--- src/rtl/coso_pkg.sv ---
// Shared types and constants for the coherent-sampling bit collector.
// Optional repetition health test is enabled with the COSO_HEALTH_EN macro.
package coso_pkg;

    // Packing FSM: FILL while gathering bits, XFER for the single hand-off cycle.
    typedef enum logic {
        FILL = 1'b0,
        XFER = 1'b1
    } coso_state_e;

    // A count of all ones means the run-length counter saturated (not locked).
    localparam logic [7:0] CNT_SAT         = 8'hFF;
    localparam logic [7:0] CNT_MIN_DEFAULT = 8'd4;

    // Increment that sticks at CNT_SAT instead of wrapping.
    function automatic logic [7:0] sat_inc(input logic [7:0] v);
        return (v == CNT_SAT) ? v : v + 8'd1;
    endfunction

endpackage

--- src/rtl/coso_rep_test.sv ---
// Repetition health test: counts consecutive equal sample bits and raises a
// sticky failure once the run reaches REP_LIMIT. Used only with COSO_HEALTH_EN.
module coso_rep_test #(
    parameter int REP_LIMIT = 32
) (
    input  logic clk,
    input  logic rst,
    input  logic sample_valid,
    input  logic sample_bit,
    output logic fail
);

    localparam int RUN_W = $clog2(REP_LIMIT + 1);
    localparam logic [RUN_W-1:0] LIMIT_C = RUN_W'(REP_LIMIT);

    logic             last_q, last_d;
    logic [RUN_W-1:0] run_q, run_d;
    logic             fail_q, fail_d;

    // Run-length tracking of the accepted-sample bit; run saturates at the limit.
    always_comb begin
        last_d = last_q;
        run_d  = run_q;
        fail_d = fail_q;
        if (sample_valid) begin
            last_d = sample_bit;
            if ((run_q != '0) && (sample_bit == last_q)) begin
                if (run_q != LIMIT_C) begin
                    run_d = run_q + 1'b1;
                end
            end else begin
                run_d = RUN_W'(1);
            end
            if (run_d == LIMIT_C) begin
                fail_d = 1'b1;
            end
        end
    end

    // State registers; failure flag is cleared only by reset.
    always_ff @(posedge clk or posedge rst) begin
        if (rst) begin
            last_q <= 1'b0;
            run_q  <= '0;
            fail_q <= 1'b0;
        end else begin
            last_q <= last_d;
            run_q  <= run_d;
            fail_q <= fail_d;
        end
    end

    assign fail = fail_q;

endmodule

--- src/rtl/coso_bit_collector.sv ---
// Consumer end of the coherent-sampling count stream: range-checks COUNT
// samples, packs their LSBs into DATA_W-bit words and offers them on a
// valid/ready port. Define COSO_HEALTH_EN to add the repetition health test.
//
// Handshake: DOUT_VALID high means DOUT holds an unconsumed word; the word is
// transferred on any clock edge where DOUT_VALID & DOUT_READY, and DOUT and
// DOUT_VALID hold steady while DOUT_VALID & ~DOUT_READY.
module coso_bit_collector
    import coso_pkg::*;
#(
    parameter int         DATA_W    = 32,
    parameter int         BPS       = 1,
    parameter logic [7:0] CNT_MIN   = CNT_MIN_DEFAULT,
    parameter int         REP_LIMIT = 32
) (
    input  logic              CLK,
    input  logic              RST,
    input  logic              EN,
    input  logic [7:0]        COUNT,
    input  logic              COUNT_EN,
    output logic [DATA_W-1:0] DOUT,
    output logic              DOUT_VALID,
    input  logic              DOUT_READY,
    output logic [7:0]        OVERRUN,
    output logic [7:0]        REJECTS,
    output logic              HEALTH_FAIL,
    output coso_state_e       STATE_DBG
);

    localparam int CNT_W = $clog2(DATA_W + 1);
    localparam logic [CNT_W-1:0] BPS_C  = CNT_W'(BPS);
    localparam logic [CNT_W-1:0] FULL_C = CNT_W'(DATA_W);

    // Reject impossible configurations at elaboration time.
    if ((BPS < 1) || (BPS > 4) || (DATA_W <= BPS) || ((DATA_W % BPS) != 0)) begin : g_cfg_err
        $error("coso_bit_collector: DATA_W must be a multiple of BPS, BPS in 1..4");
    end
    if (REP_LIMIT < 2) begin : g_rep_err
        $error("coso_bit_collector: REP_LIMIT must be at least 2");
    end

    coso_state_e       state_q, state_d;
    logic [DATA_W-1:0] shift_q, shift_d;
    logic [CNT_W-1:0]  bit_cnt_q, bit_cnt_d;
    logic [DATA_W-1:0] dout_q, dout_d;
    logic              dout_valid_q, dout_valid_d;
    logic [7:0]        overrun_q, overrun_d;
    logic [7:0]        rejects_q, rejects_d;

    logic sample_ok;
    logic accept;
    logic health_fail;

    // Locked counts only: below CNT_MIN or saturated are unusable.
    assign sample_ok = (COUNT >= CNT_MIN) && (COUNT != CNT_SAT);
    assign accept    = EN & COUNT_EN & sample_ok;

`ifdef COSO_HEALTH_EN
    coso_rep_test #(
        .REP_LIMIT(REP_LIMIT)
    ) u_rep_test (
        .clk         (CLK),
        .rst         (RST),
        .sample_valid(accept),
        .sample_bit  (COUNT[0]),
        .fail        (health_fail)
    );
`else
    assign health_fail = 1'b0;
`endif

    // Next-state: word hand-off, holding-register handshake, sample intake.
    always_comb begin
        state_d      = state_q;
        shift_d      = shift_q;
        bit_cnt_d    = bit_cnt_q;
        dout_d       = dout_q;
        dout_valid_d = dout_valid_q;
        overrun_d    = overrun_q;
        rejects_d    = rejects_q;

        if (dout_valid_q && DOUT_READY) begin
            dout_valid_d = 1'b0;
        end

        // A full word sits in shift_q for exactly this cycle.
        if (state_q == XFER) begin
            state_d   = FILL;
            bit_cnt_d = '0;
            if (health_fail) begin
                // Untrusted source: discard silently.
            end else if (!dout_valid_q || DOUT_READY) begin
                dout_d       = shift_q;
                dout_valid_d = 1'b1;
            end else begin
                overrun_d = sat_inc(overrun_q);
            end
        end

        // Intake runs alongside XFER so the next word's first bit is not lost.
        if (!EN) begin
            shift_d   = '0;
            bit_cnt_d = '0;
        end else if (COUNT_EN) begin
            if (sample_ok) begin
                shift_d   = {shift_q[DATA_W-BPS-1:0], COUNT[BPS-1:0]};
                bit_cnt_d = bit_cnt_d + BPS_C;
                if (bit_cnt_d == FULL_C) begin
                    state_d = XFER;
                end
            end else begin
                rejects_d = sat_inc(rejects_q);
            end
        end
    end

    // State registers with asynchronous reset.
    always_ff @(posedge CLK or posedge RST) begin
        if (RST) begin
            state_q      <= FILL;
            shift_q      <= '0;
            bit_cnt_q    <= '0;
            dout_q       <= '0;
            dout_valid_q <= 1'b0;
            overrun_q    <= 8'h00;
            rejects_q    <= 8'h00;
        end else begin
            state_q      <= state_d;
            shift_q      <= shift_d;
            bit_cnt_q    <= bit_cnt_d;
            dout_q       <= dout_d;
            dout_valid_q <= dout_valid_d;
            overrun_q    <= overrun_d;
            rejects_q    <= rejects_d;
        end
    end

    assign DOUT        = dout_q;
    assign DOUT_VALID  = dout_valid_q;
    assign OVERRUN     = overrun_q;
    assign REJECTS     = rejects_q;
    assign HEALTH_FAIL = health_fail;
    assign STATE_DBG   = state_q;

endmodule
--- config.mk ---
export PLATFORM = sky130hd
export DESIGN_NAME = coso_bit_collector
export DESIGN_NICKNAME = d
export VERILOG_FILES = /design/src/rtl/coso_pkg.sv /design/src/rtl/coso_rep_test.sv /design/src/rtl/coso_bit_collector.sv
export SDC_FILE = /design/constraint.sdc
export NUM_CORES = 1
export LEC_CHECK = 0
export ABC_AREA = 1
export BUFFER_PORTS_ARGS = -buffer_cell sky130_fd_sc_hd__buf_2
export CAP_MARGIN = 15
export CORE_MARGIN = 2
export CORE_UTILIZATION = 29
export CTS_CLUSTER_SIZE = 16
export DETAILED_ROUTE_END_ITERATION = 10
export PLACE_DENSITY_LB_ADDON = 0.25
export SYNTH_ARGS = -nofsm -noshare
export SYNTH_HDL_FRONTEND = slang
export SYNTH_SLANG_ARGS = --single-unit
--- constraint.sdc ---
create_clock -name CLK -period 4.6 [get_ports CLK]
set_input_delay 0.46 -clock CLK [delete_from_list [all_inputs] [get_ports CLK]]
set_output_delay 0.46 -clock CLK [all_outputs]
set_load 0.02 [all_outputs]
Yosys cells after proc, flatten, opt, wreduce, memory -nomap -nowiden
Index checks and enable logic that the tools add are counted.
{"block": "word_totals", "ff_bits": 88, "input_bits": 13, "output_inout_bits": 51, "wordCells": 43}
{"block": "op_classes", "add_sub_neg": 3, "magnitude_cmp": 1, "eq_ne": 6, "muxes": 14, "n_bitwise": 4, "reduce_logical": 8}
{"cell": "32-bit 2-to-1 mux", "n": 3}
{"cell": "6-bit 2-to-1 mux", "n": 4}
{"cell": "8-bit by 1-bit adder with 8-bit output (second input constant)", "n": 2}
{"cell": "8-bit == test (second input constant)", "n": 2}
{"cell": "8-bit by 3-bit greater-or-equal comparator with 1-bit output (second input constant)", "n": 1}
{"cell": "8-bit != test (second input constant)", "n": 1}
{"cell": "1-bit 2-to-1 mux", "n": 7}
{"cell": "6-bit by 1-bit adder with 6-bit output (second input constant)", "n": 1}
{"cell": "6-bit == test (second input constant)", "n": 1}
{"cell": "2-bit by 1-bit != test with 1-bit output (second input constant)", "n": 2}
{"cell": "1-bit inverter", "n": 4}
{"cell": "2-bit AND reduction", "n": 2}
{"cell": "4-bit AND reduction", "n": 1}
{"cell": "3-bit AND reduction", "n": 1}
{"cell": "1-bit logical AND", "n": 2}
{"cell": "1-bit logical NOT", "n": 1}
{"cell": "1-bit logical OR", "n": 1}

Longest topological paths before layout
Gate-level depths: netlist of the first run.
{"block": "logic_depth", "word_depth": 7, "mapped_depth": 10, "depth_no_buf": 10}

Worst setup path before layout of the first run
OpenSTA, ideal clock, no wires.
{"block": "synth_timing", "path_type": "register -> register", "from": "register state_q (netlist: STATE_DBG)", "to": "register bit_cnt_q[4]", "setup_time_ns": 0.120, "arrival_time_ns": 1.468, "required_time_ns": 4.480, "setup_slack_ns": 3.012, "stages_incl_launch_ff": 10, "path_buffers": 0, "synth_period_minus_slack_ns": 1.588, "path_cell_list": "dfrtp_1 > inv_2 > nand2_1 > inv_1 > ha_1 > nand4_1 > nand2_1 > o21ai_0 > nand2_1 > and3_1"}
{"block": "synth_between", "elab_chain_cells": 5}
{"item": "start: declaration", "line_no": "coso_bit_collector.sv:42", "rtl": "coso_state_e state_q, state_d;"}
{"item": "start signal: assignment", "line_no": "coso_bit_collector.sv:128", "rtl": "state_q <= state_d;"}
{"item": "6-bit 2-to-1 mux (*)", "line_no": "coso_bit_collector.sv:87", "rtl": "if (state_q == XFER) begin"}
{"item": "6-bit by 1-bit adder with 6-bit output", "line_no": "coso_bit_collector.sv:107", "rtl": "bit_cnt_d = bit_cnt_d + BPS_C;"}
{"item": "6-bit 2-to-1 mux", "line_no": "coso_bit_collector.sv:105", "rtl": "if (sample_ok) begin"}
{"item": "6-bit 2-to-1 mux (*)", "line_no": "coso_bit_collector.sv:104", "rtl": "end else if (COUNT_EN) begin"}
{"item": "6-bit 2-to-1 mux (*)", "line_no": "coso_bit_collector.sv:101", "rtl": "if (!EN) begin"}
{"item": "net bit_cnt_d[4]", "line_no": "coso_bit_collector.sv:44", "rtl": "logic [CNT_W-1:0] bit_cnt_q, bit_cnt_d;"}
{"item": "end signal: assignment", "line_no": "coso_bit_collector.sv:130", "rtl": "bit_cnt_q <= bit_cnt_d;"}
{"item": "end: declaration", "line_no": "coso_bit_collector.sv:44"}
Mark *: on every way through the listed nets, which the timed path passes. The rest lies on a longest branch.
A chain may end at the register's enable or synchronous reset.

Worst setup path in the final report of the first run
Ends and elaborated chain as after synthesis.

==> metrics.md, run 1 <==
| Metric | Value |
|---|---|
| Result of the run | finished clean |
| Area fraction of the dominant cell type after synthesis | 0.564 |
| Net Count, Synth | 397 |
| Final design area excluding fillers | 4640 um^2 |
| Worst setup path class | flop to flop |
| Die area | 14400 um^2 |
| Worst slew margin | 0.379 |
| Number of CTS-inserted buffers | 9 |
| Layout net count | 454 |
| Via count of the first global-routing pass | 2641 |
| Setup TNS Final | 0 ns |
| Class of the worst hold path | primary input to asynchronous set/reset pin |
| Per-instance average area after synthesis | 10.3 um^2 |
| Cell area after placement | 4330 um^2 |
| Maximum number of pins on one net before global-route repair | 56 |
| Largest clock skew in the final design | 0.00523 ns |
| Post-cts sizing count | 0 |
| Chip Height | 120 um |
| Residual antenna-violating net count after detailed routing | 0 |
| Cell accounting for the most synthesized area | sky130_fd_sc_hd__dfrtp_1 |
| Post-Synthesis Cell Area | 3910 um^2 |
| Detailed-route vias per instance | 4.42 |
| Final setup vio count | 0 |
| Main area contributors after synthesis | sky130_fd_sc_hd__dfrtp_1, sky130_fd_sc_hd__mux2_2, sky130_fd_sc_hd__nand2_1 |
| Area taken by multi-input logic gates | 1470 um^2 |
| Storage element area | 2200 um^2 |
| R2r startpoint | STATE_DBG$_DFF_PP0_ |
| Data arrival time at the worst-slack endpoint | 1.91 ns |
| Placer congestion estimate | 0.722 |
| Number of synthesized register bits | 88 |
| Die width | 120 um |
| Area Overhead vs Synth | 18.7% |
| TritonCTS Sinks | 88 |
| Area of the placeable core | 13200 um^2 |
| Commonest cells in the netlist | sky130_fd_sc_hd__dfrtp_1, sky130_fd_sc_hd__nand2_1, sky130_fd_sc_hd__nand3_1 |
| # fillers | 1377 |
| Detail Placement HPWL | 4.92 mm |
| Most common cell in the netlist | sky130_fd_sc_hd__dfrtp_1 |
| Maximum fanout encountered on the critical timing path | 7 |
| First-pass iteration count of the detailed router | 6 |
| Power Dens Cells | 350 nW/um^2 |
| Total of warnings raised by yosys | 0 |
| Number of input and output port buffers inserted | 62 |
| Cells after synthesis | 380 |
| Clock root cell | sky130_fd_sc_hd__clkbuf_16 |
| Routed vias | 2729 |
| EDFF count, synth | 0 |
| Final Hold Violating Endpoints | 0 |
| Final max-slew violation count | 0 |
| Transition at the pin with the smallest max-transition slack | 0.931 ns |
| Setup repair after global routing missed its margin | false |
| Later-pin clock latency in the skew report | 0.33 ns |
| Maximum number of buffers from clock root to sink | 2 |
| CP required | 4.82 ns |
| Initial Util | 0.296 |
| Nature of the critical path startpoint | flop |
| MaxCap Viol Count | 0 |
| Kind of capture point of the worst setup path | flop |
| GRT Residual Overflow | 0 |
| Number of remaining DRC errors | 0 |
| Fraction of final layout cells sized beyond drive strength 1 | 0.293 |
| Highest attainable clock frequency | 0.594 GHz |
| Number of buffers inserted by post-CTS setup repair | 0 |
| I/O pin count | 64 |
| Setup slack of the most critical reg-to-reg path | 2.92 ns |
| End of the worst register-to-register path | bit_cnt_q[4]$_DFF_PP0_ |
| Ratio of final minimum period to clock period | 0.366 |
| Clock transition at the register clock pins on the worst setup and hold paths after CTS | 0.06 ns |
| Worst Reg-to-Reg Cells | 8 |
| Global-route total usage across every layer | 0.112 |
| Highest ir drop seen on vdd | 0.000226 V |
| Standby leakage power | 0.00239 uW |
| Hold-fix buffers at CTS | 0 |
| Wire length of the first global-routing pass | 13.0 mm |
| Share of synthesized registers carrying an async set or reset | 1.00 |
| Post-layout minimum cycle time | 1.68 ns |
| DRC violation total after the first TritonRoute iteration | 176 |
| Wire length per cell | 12.1 um |
| TritonCTS clock tree | built |
| Number of standard-cell rows in the floorplan | 42 |
| Level count of the clock H-tree | 3 |
| Total length of routed wires | 7.45 mm |
| Antenna diodes | 0 |
| Number of antenna violations at the first check in global routing | 0 |
| Primary FF master, synth | sky130_fd_sc_hd__dfrtp_1 |
| Number of distinct library cells after synthesis | 33 |
| Sequential cell area fraction in the yosys report | 0.564 |
[worst max-delay path, stage by stage (launching register included)]
cell                      delay [ns]
sky130_fd_sc_hd__dfrtp_1        0.46
sky130_fd_sc_hd__inv_2          0.16
sky130_fd_sc_hd__nand2_1        0.13
sky130_fd_sc_hd__inv_1          0.10
sky130_fd_sc_hd__ha_1           0.18
sky130_fd_sc_hd__nand4_1        0.12
sky130_fd_sc_hd__o21ai_0        0.16
sky130_fd_sc_hd__nand2_1        0.08
sky130_fd_sc_hd__and3_1         0.18
[area by class of cell]
type | count | share of cell area
clock buffers | 9 | 0.0486
repair buffers | 64 | 0.0702
well taps | 176 | 0.0475
flip-flops and latches | 88 | 0.475
clock inverters | 6 | 0.0183
multi-input cells | 246 | 0.317
inverters | 28 | 0.0235
[state kept, by name, summed over array words and instances (netlist names)]
name,count
STATE_DBG,1
OVERRUN,8
DOUT,32
REJECTS,8
DOUT_VALID,1
bit_cnt_q,6
shift_q,32
[placed cells by master, fill, tap and decap left out, drive strengths merged]
master / instances
dfrtp: 88
nand2: 75
buf: 64
o21ai: 45
nand3: 44
mux2: 31
inv: 27
nor2: 19
clkbuf: 9
xnor2: 8
xor2: 5
a21oi: 4
ha: 4
nand4: 4
clkinv: 3
nor3: 2
clkinvlp: 2
bufinv: 2
o2bb2ai: 1
and3: 1
a21boi: 1
nand3b: 1
conb: 1
[power breakdown]
part	switching, uW	leakage [uW]	total (uW)	internal [uW]
sequential	5.19	0.00121	786	781
clock	295	0.000147	766	471
combinational	53.1	0.00103	71.1	18.0
[layer usage]
layer | track usage | part of all wire
met1 | 0.145 | 0.47
met4 | 0.0353 | 0.012
met2 | 0.176 | 0.46
met3 | 0.0385 | 0.058
met5 | 0 | 0
[through the flow]
step	total power (uW)	utilization	hold slack, ns	std cells	setup WS [ns]
finish	1620	0.352	0.203	617	2.92
global route	1690	0.352	0.254	617	2.68
CTS	1640	0.352	0.223	617	2.88
detailed placement	874	0.328	0.482	602	2.62
global placement	872	0.328	0.476	602	2.65
floorplan	854	-	0.480	380	1.86
[cells by family (layout without fill, tap and decap cells)]
kind of cell / after synthesis / count (layout) / synth area share
buf+inv: 46 / 107 / 0.0602
simple gates: 146 / 146 / 0.172
xor+xnor: 13 / 13 / 0.0291
compound gates: 51 / 51 / 0.0717
other cells: 1 / 1 / 0.000960
fa+ha+maj: 4 / 4 / 0.0128
mux: 31 / 31 / 0.0893
flops: 88 / 88 / 0.564
[worst max path at each step]
stage | cells past startpoint | end | start | slack [ns]
final | 8 | bit_cnt_q[4]$_DFF_PP0_ | STATE_DBG$_DFF_PP0_ | 2.92
after global routing | 6 | REJECTS[7]$_DFFE_PP0P_ | EN | 2.68
after CTS | 8 | bit_cnt_q[4]$_DFF_PP0_ | STATE_DBG$_DFF_PP0_ | 2.88
after detailed placement | 6 | REJECTS[3]$_DFFE_PP0P_ | EN | 2.62
after global placement | 5 | REJECTS[0]$_DFFE_PP0P_ | EN | 2.65
after floorplan | 1 | DOUT[0]$_DFFE_PP0P_ | RST | 1.86
No activity file was read; power rests on OpenSTA's default activity.
==> run 2: changes to the inputs <==
--- a/config.mk
+++ b/config.mk
@@ -5,7 +5,7 @@
 export SDC_FILE = /design/constraint.sdc
 export NUM_CORES = 1
 export LEC_CHECK = 0
-export ABC_AREA = 1
+export ABC_AREA = 0
 export BUFFER_PORTS_ARGS = -buffer_cell sky130_fd_sc_hd__buf_2
 export CAP_MARGIN = 15
 export CORE_MARGIN = 2
==> constraint.sdc (replaced) <==
create_clock -name CLK -period 1.7 [get_ports CLK]
set_input_delay 0.17 -clock CLK [delete_from_list [all_inputs] [get_ports CLK]]
set_output_delay 0.17 -clock CLK [all_outputs]
set_load 0.02 [all_outputs]
==> run 2 against run 1 <==
Net effect: combinational power grew to 3.1 times the previous value; sequential share of layout area is 2.2 points lower; sequential power increased to 2.7 times the previous value; largest cell class unchanged; cell count is 4.7% lower; clock power rose to 2.5 times the previous value; largest power group unchanged; highest routed layer unchanged; critical path type unchanged.
==> metrics.md, run 2 <==
| Metric | Value |
|---|---|
| End of the worst register-to-register path | OVERRUN[1]$_DFFE_PP0P_ (was bit_cnt_q[4]$_DFF_PP0_) |
| Detailed-route vias per instance | 4.44 (was 4.42) |
| Cells after synthesis | 331 (was 380) |
| Clock root cell | sky130_fd_sc_hd__clkbuf_16 (unchanged) |
| Net Count, Synth | 348 (was 397) |
| Most common cell in the netlist | sky130_fd_sc_hd__dfrtp_1 (unchanged) |
| Wire length of the first global-routing pass | 13.4 mm (was 13.0 mm) |
| Highest ir drop seen on vdd | 0.000434 V (was 0.000226 V) |
| Number of standard-cell rows in the floorplan | 42 (unchanged) |
| Setup TNS Final | 0 ns (unchanged) |
| Result of the run | finished clean (unchanged) |
| Initial Util | 0.298 (was 0.296) |
| First-pass iteration count of the detailed router | 4 (was 6) |
| Area Overhead vs Synth | 22.1% (was 18.7%) |
| CP required | 1.92 ns (was 4.82 ns) |
| Ratio of final minimum period to clock period | 0.917 (was 0.366) |
| DRC violation total after the first TritonRoute iteration | 122 (was 176) |
| Final setup vio count | 0 (unchanged) |
| Primary FF master, synth | sky130_fd_sc_hd__dfrtp_1 (unchanged) |
| Layout net count | 425 (was 454) |
| R2r startpoint | OVERRUN[0]$_DFFE_PP0P_ (was STATE_DBG$_DFF_PP0_) |
| GRT Residual Overflow | 0 (unchanged) |
| Maximum fanout encountered on the critical timing path | 7 (unchanged) |
| Highest attainable clock frequency | 0.642 GHz (was 0.594 GHz) |
| Nature of the critical path startpoint | flop (unchanged) |
| I/O pin count | 64 (unchanged) |
| Clock transition at the register clock pins on the worst setup and hold paths after CTS | 0.06 ns (about the same) |
| Standby leakage power | 0.00237 uW (was 0.00239 uW) |
| Routed vias | 2613 (was 2729) |
| TritonCTS Sinks | 88 (unchanged) |
| Leading cell types in the layout, fill and taps excluded | sky130_fd_sc_hd__dfrtp_1, sky130_fd_sc_hd__buf_2, sky130_fd_sc_hd__nand2_1, sky130_fd_sc_hd__mux2_2 (was sky130_fd_sc_hd__dfrtp_1, sky130_fd_sc_hd__nand2_1, sky130_fd_sc_hd__buf_2, sky130_fd_sc_hd__nand3_1, sky130_fd_sc_hd__o21ai_0) |
| Residual antenna-violating net count after detailed routing | 0 (unchanged) |
| Maximum number of pins on one net before global-route repair | 63 (was 56) |
| Kind of capture point of the worst setup path | flop (unchanged) |
| TritonCTS clock tree | built (unchanged) |
| Startpoint of the worst hold path | COUNT[0] |
| Post-placement setup slack | -0.0444 ns (was 2.62 ns) |
| Largest clock skew in the final design | 0.00583 ns (was 0.00523 ns) |
| Placer congestion estimate | 0.756 (was 0.722) |
| Number of input and output port buffers inserted | 62 (unchanged) |
| Number of CTS-inserted buffers | 9 (unchanged) |
| Data arrival time at the worst-slack endpoint | 1.78 ns (was 1.91 ns) |
| Detail Placement HPWL | 5.53 mm (was 4.92 mm) |
| Number of remaining DRC errors | 0 (unchanged) |
| Final Hold Violating Endpoints | 0 (unchanged) |
| Area of the placeable core | 13300 um^2 (was 13200 um^2) |
| Final critical-path setup slack | 0.142 ns (was 2.92 ns) |
| Maximum number of buffers from clock root to sink | 2 (unchanged) |
| Area fraction of the dominant cell type after synthesis | 0.553 (was 0.564) |
| MaxCap Viol Count | 0 (unchanged) |
| Setup repair after global routing missed its margin | false (unchanged) |
| Power consumption | 4280 uW (was 1620 uW) |
| Total length of routed wires | 7.97 mm (was 7.45 mm) |
| Sequential cell area fraction in the yosys report | 0.553 (was 0.564) |
| Die area | 14700 um^2 (was 14400 um^2) |
| Post-layout minimum cycle time | 1.56 ns (was 1.68 ns) |
| Main area contributors after synthesis | sky130_fd_sc_hd__dfrtp_1, sky130_fd_sc_hd__mux2_2, sky130_fd_sc_hd__a21boi_2 (was sky130_fd_sc_hd__dfrtp_1, sky130_fd_sc_hd__mux2_2, sky130_fd_sc_hd__nand2_1) |
| Later-pin clock latency in the skew report | 0.33 ns (about the same) |
| EDFF count, synth | 0 (unchanged) |
| Via count of the first global-routing pass | 2664 (was 2641) |
| Fraction of final layout cells sized beyond drive strength 1 | 0.430 (was 0.293) |
| Cell accounting for the most synthesized area | sky130_fd_sc_hd__dfrtp_1 (unchanged) |
| Number of antenna violations at the first check in global routing | 0 (unchanged) |
| Commonest cells in the netlist | sky130_fd_sc_hd__dfrtp_1, sky130_fd_sc_hd__nand2_1, sky130_fd_sc_hd__mux2_2 (was sky130_fd_sc_hd__dfrtp_1, sky130_fd_sc_hd__nand2_1, sky130_fd_sc_hd__nand3_1) |
| Global-route total usage across every layer | 0.116 (was 0.112) |
| Share of synthesized registers carrying an async set or reset | 1.00 (unchanged) |
| Number of synthesized register bits | 88 (unchanged) |
| Final max-slew violation count | 0 (unchanged) |
| Per-instance average area after synthesis | 12.0 um^2 (was 10.3 um^2) |
| Antenna diodes | 0 (unchanged) |
| Number of stages on the worst hold path | 3 |
| Chip Height | 121 um (was 120 um) |
| Setup slack of the most critical reg-to-reg path | 0.14 ns (was 2.92 ns) |
| Worst setup path class | flop to flop (unchanged) |
| Worst Reg-to-Reg Cells | 4 (was 8) |
| Post-Synthesis Cell Area | 3980 um^2 (was 3910 um^2) |
| Wire length per cell | 13.6 um (was 12.1 um) |
| Power Dens Cells | 881 nW/um^2 (was 350 nW/um^2) |
| Die width | 121 um (was 120 um) |
| Level count of the clock H-tree | 3 (unchanged) |
| Final cell utilization of the core | 0.364 (was 0.352) |
| Worst Hold Margin | 0.113 ns (was 0.203 ns) |
| Number of distinct library cells after synthesis | 42 (was 33) |
| Worst Hold Endpoint | shift_q[0]$_DFFE_PP0P_ |
| Class of the worst hold path | primary input to flop (was primary input to asynchronous set/reset pin) |
| Leading cell type in the layout, fill and taps excluded | sky130_fd_sc_hd__dfrtp_1 (unchanged) |
| Total of warnings raised by yosys | 0 (unchanged) |
## run 2: repair_timing
| item | in CTS | in global routing |
|---|---|---|
| setup buffers | 0 | 0 |
| resized for setup | 0 | 1 |
| hold endpoints to repair | 10 | 0 |
| endpoints found under the setup margin | 0 | 1 |
| hold buffers | 1 | 0 |
## run 2: worst max-delay path by stage
stage,from,endpoint,slack (ns),depth (start not counted)
finish,OVERRUN[0]$_DFFE_PP0P_,OVERRUN[1]$_DFFE_PP0P_,0.14,4
floorplan,STATE_DBG$_DFF_PP0_,bit_cnt_q[4]$_DFF_PP0_,0.0008,6
global placement,COUNT[4],shift_q[6]$_DFFE_PP0P_,-0.002,6
detailed placement,COUNT[4],shift_q[3]$_DFFE_PP0P_,-0.04,6
CTS,OVERRUN[0]$_DFFE_PP0P_,OVERRUN[1]$_DFFE_PP0P_,0.14,4
global route,OVERRUN[0]$_DFFE_PP0P_,OVERRUN[2]$_DFFE_PP0P_,0.008,6
## run 2: cell type report
| cell class | instances | area, um^2 |
|---|---|---|
| clock buffer | 11 | 243 |
| clock inverter | 4 | 45.0 |
| fill | 1369 | 8490 |
| inverter | 5 | 22.5 |
| multi-input combinational | 221 | 1630 |
| sequential | 88 | 2200 |
| tap | 176 | 220 |
| timing repair buffer | 83 | 495 |
## run 2: worst max-delay path: stages (launching register included)
cell                        delay (ns)
sky130_fd_sc_hd__dfrtp_1          0.40
sky130_fd_sc_hd__ha_1             0.19
sky130_fd_sc_hd__nand3_1          0.11
sky130_fd_sc_hd__o2111ai_2        0.36
sky130_fd_sc_hd__mux2_2           0.38
## run 2: per-stage QoR
stage / cell area [um^2] / cells
4_1_cts: 4860 / 588
3_3_place_gp: 4560 / 572
2_1_floorplan: 3980 / 331
3_5_place_dp: 4560 / 572
6_report: 4860 / 588
5_1_grt: 4860 / 588
## run 2: cells by family (layout without fill, tap and decap cells)
family,after synthesis,after routing,synth area share
AND/OR/NAND/NOR,117,117,0.145
multiplexers,34,34,0.0962
flip-flops,88,88,0.553
other,1,1,0.000942
AO/OA/AOI/OAI,48,48,0.118
buffers and inverters,22,103,0.0371
XOR/XNOR,17,17,0.0374
adder cells (fa/ha/maj),4,4,0.0126
## run 2: where the power goes
part | leakage (uW) | internal, uW | switching, uW
clock network | 0.000145 | 1160 | 775
logic | 0.00100 | 80.7 | 142
registers | 0.00123 | 2110 | 12.4
## run 2: per-layer routing
metal,track usage,routed length (um),up-vias
met4,0.0409,120,0
met2,0.178,3620,41
met5,0,0,-
met3,0.0324,355,13
li1,-,-,1286
met1,0.156,3880,1273
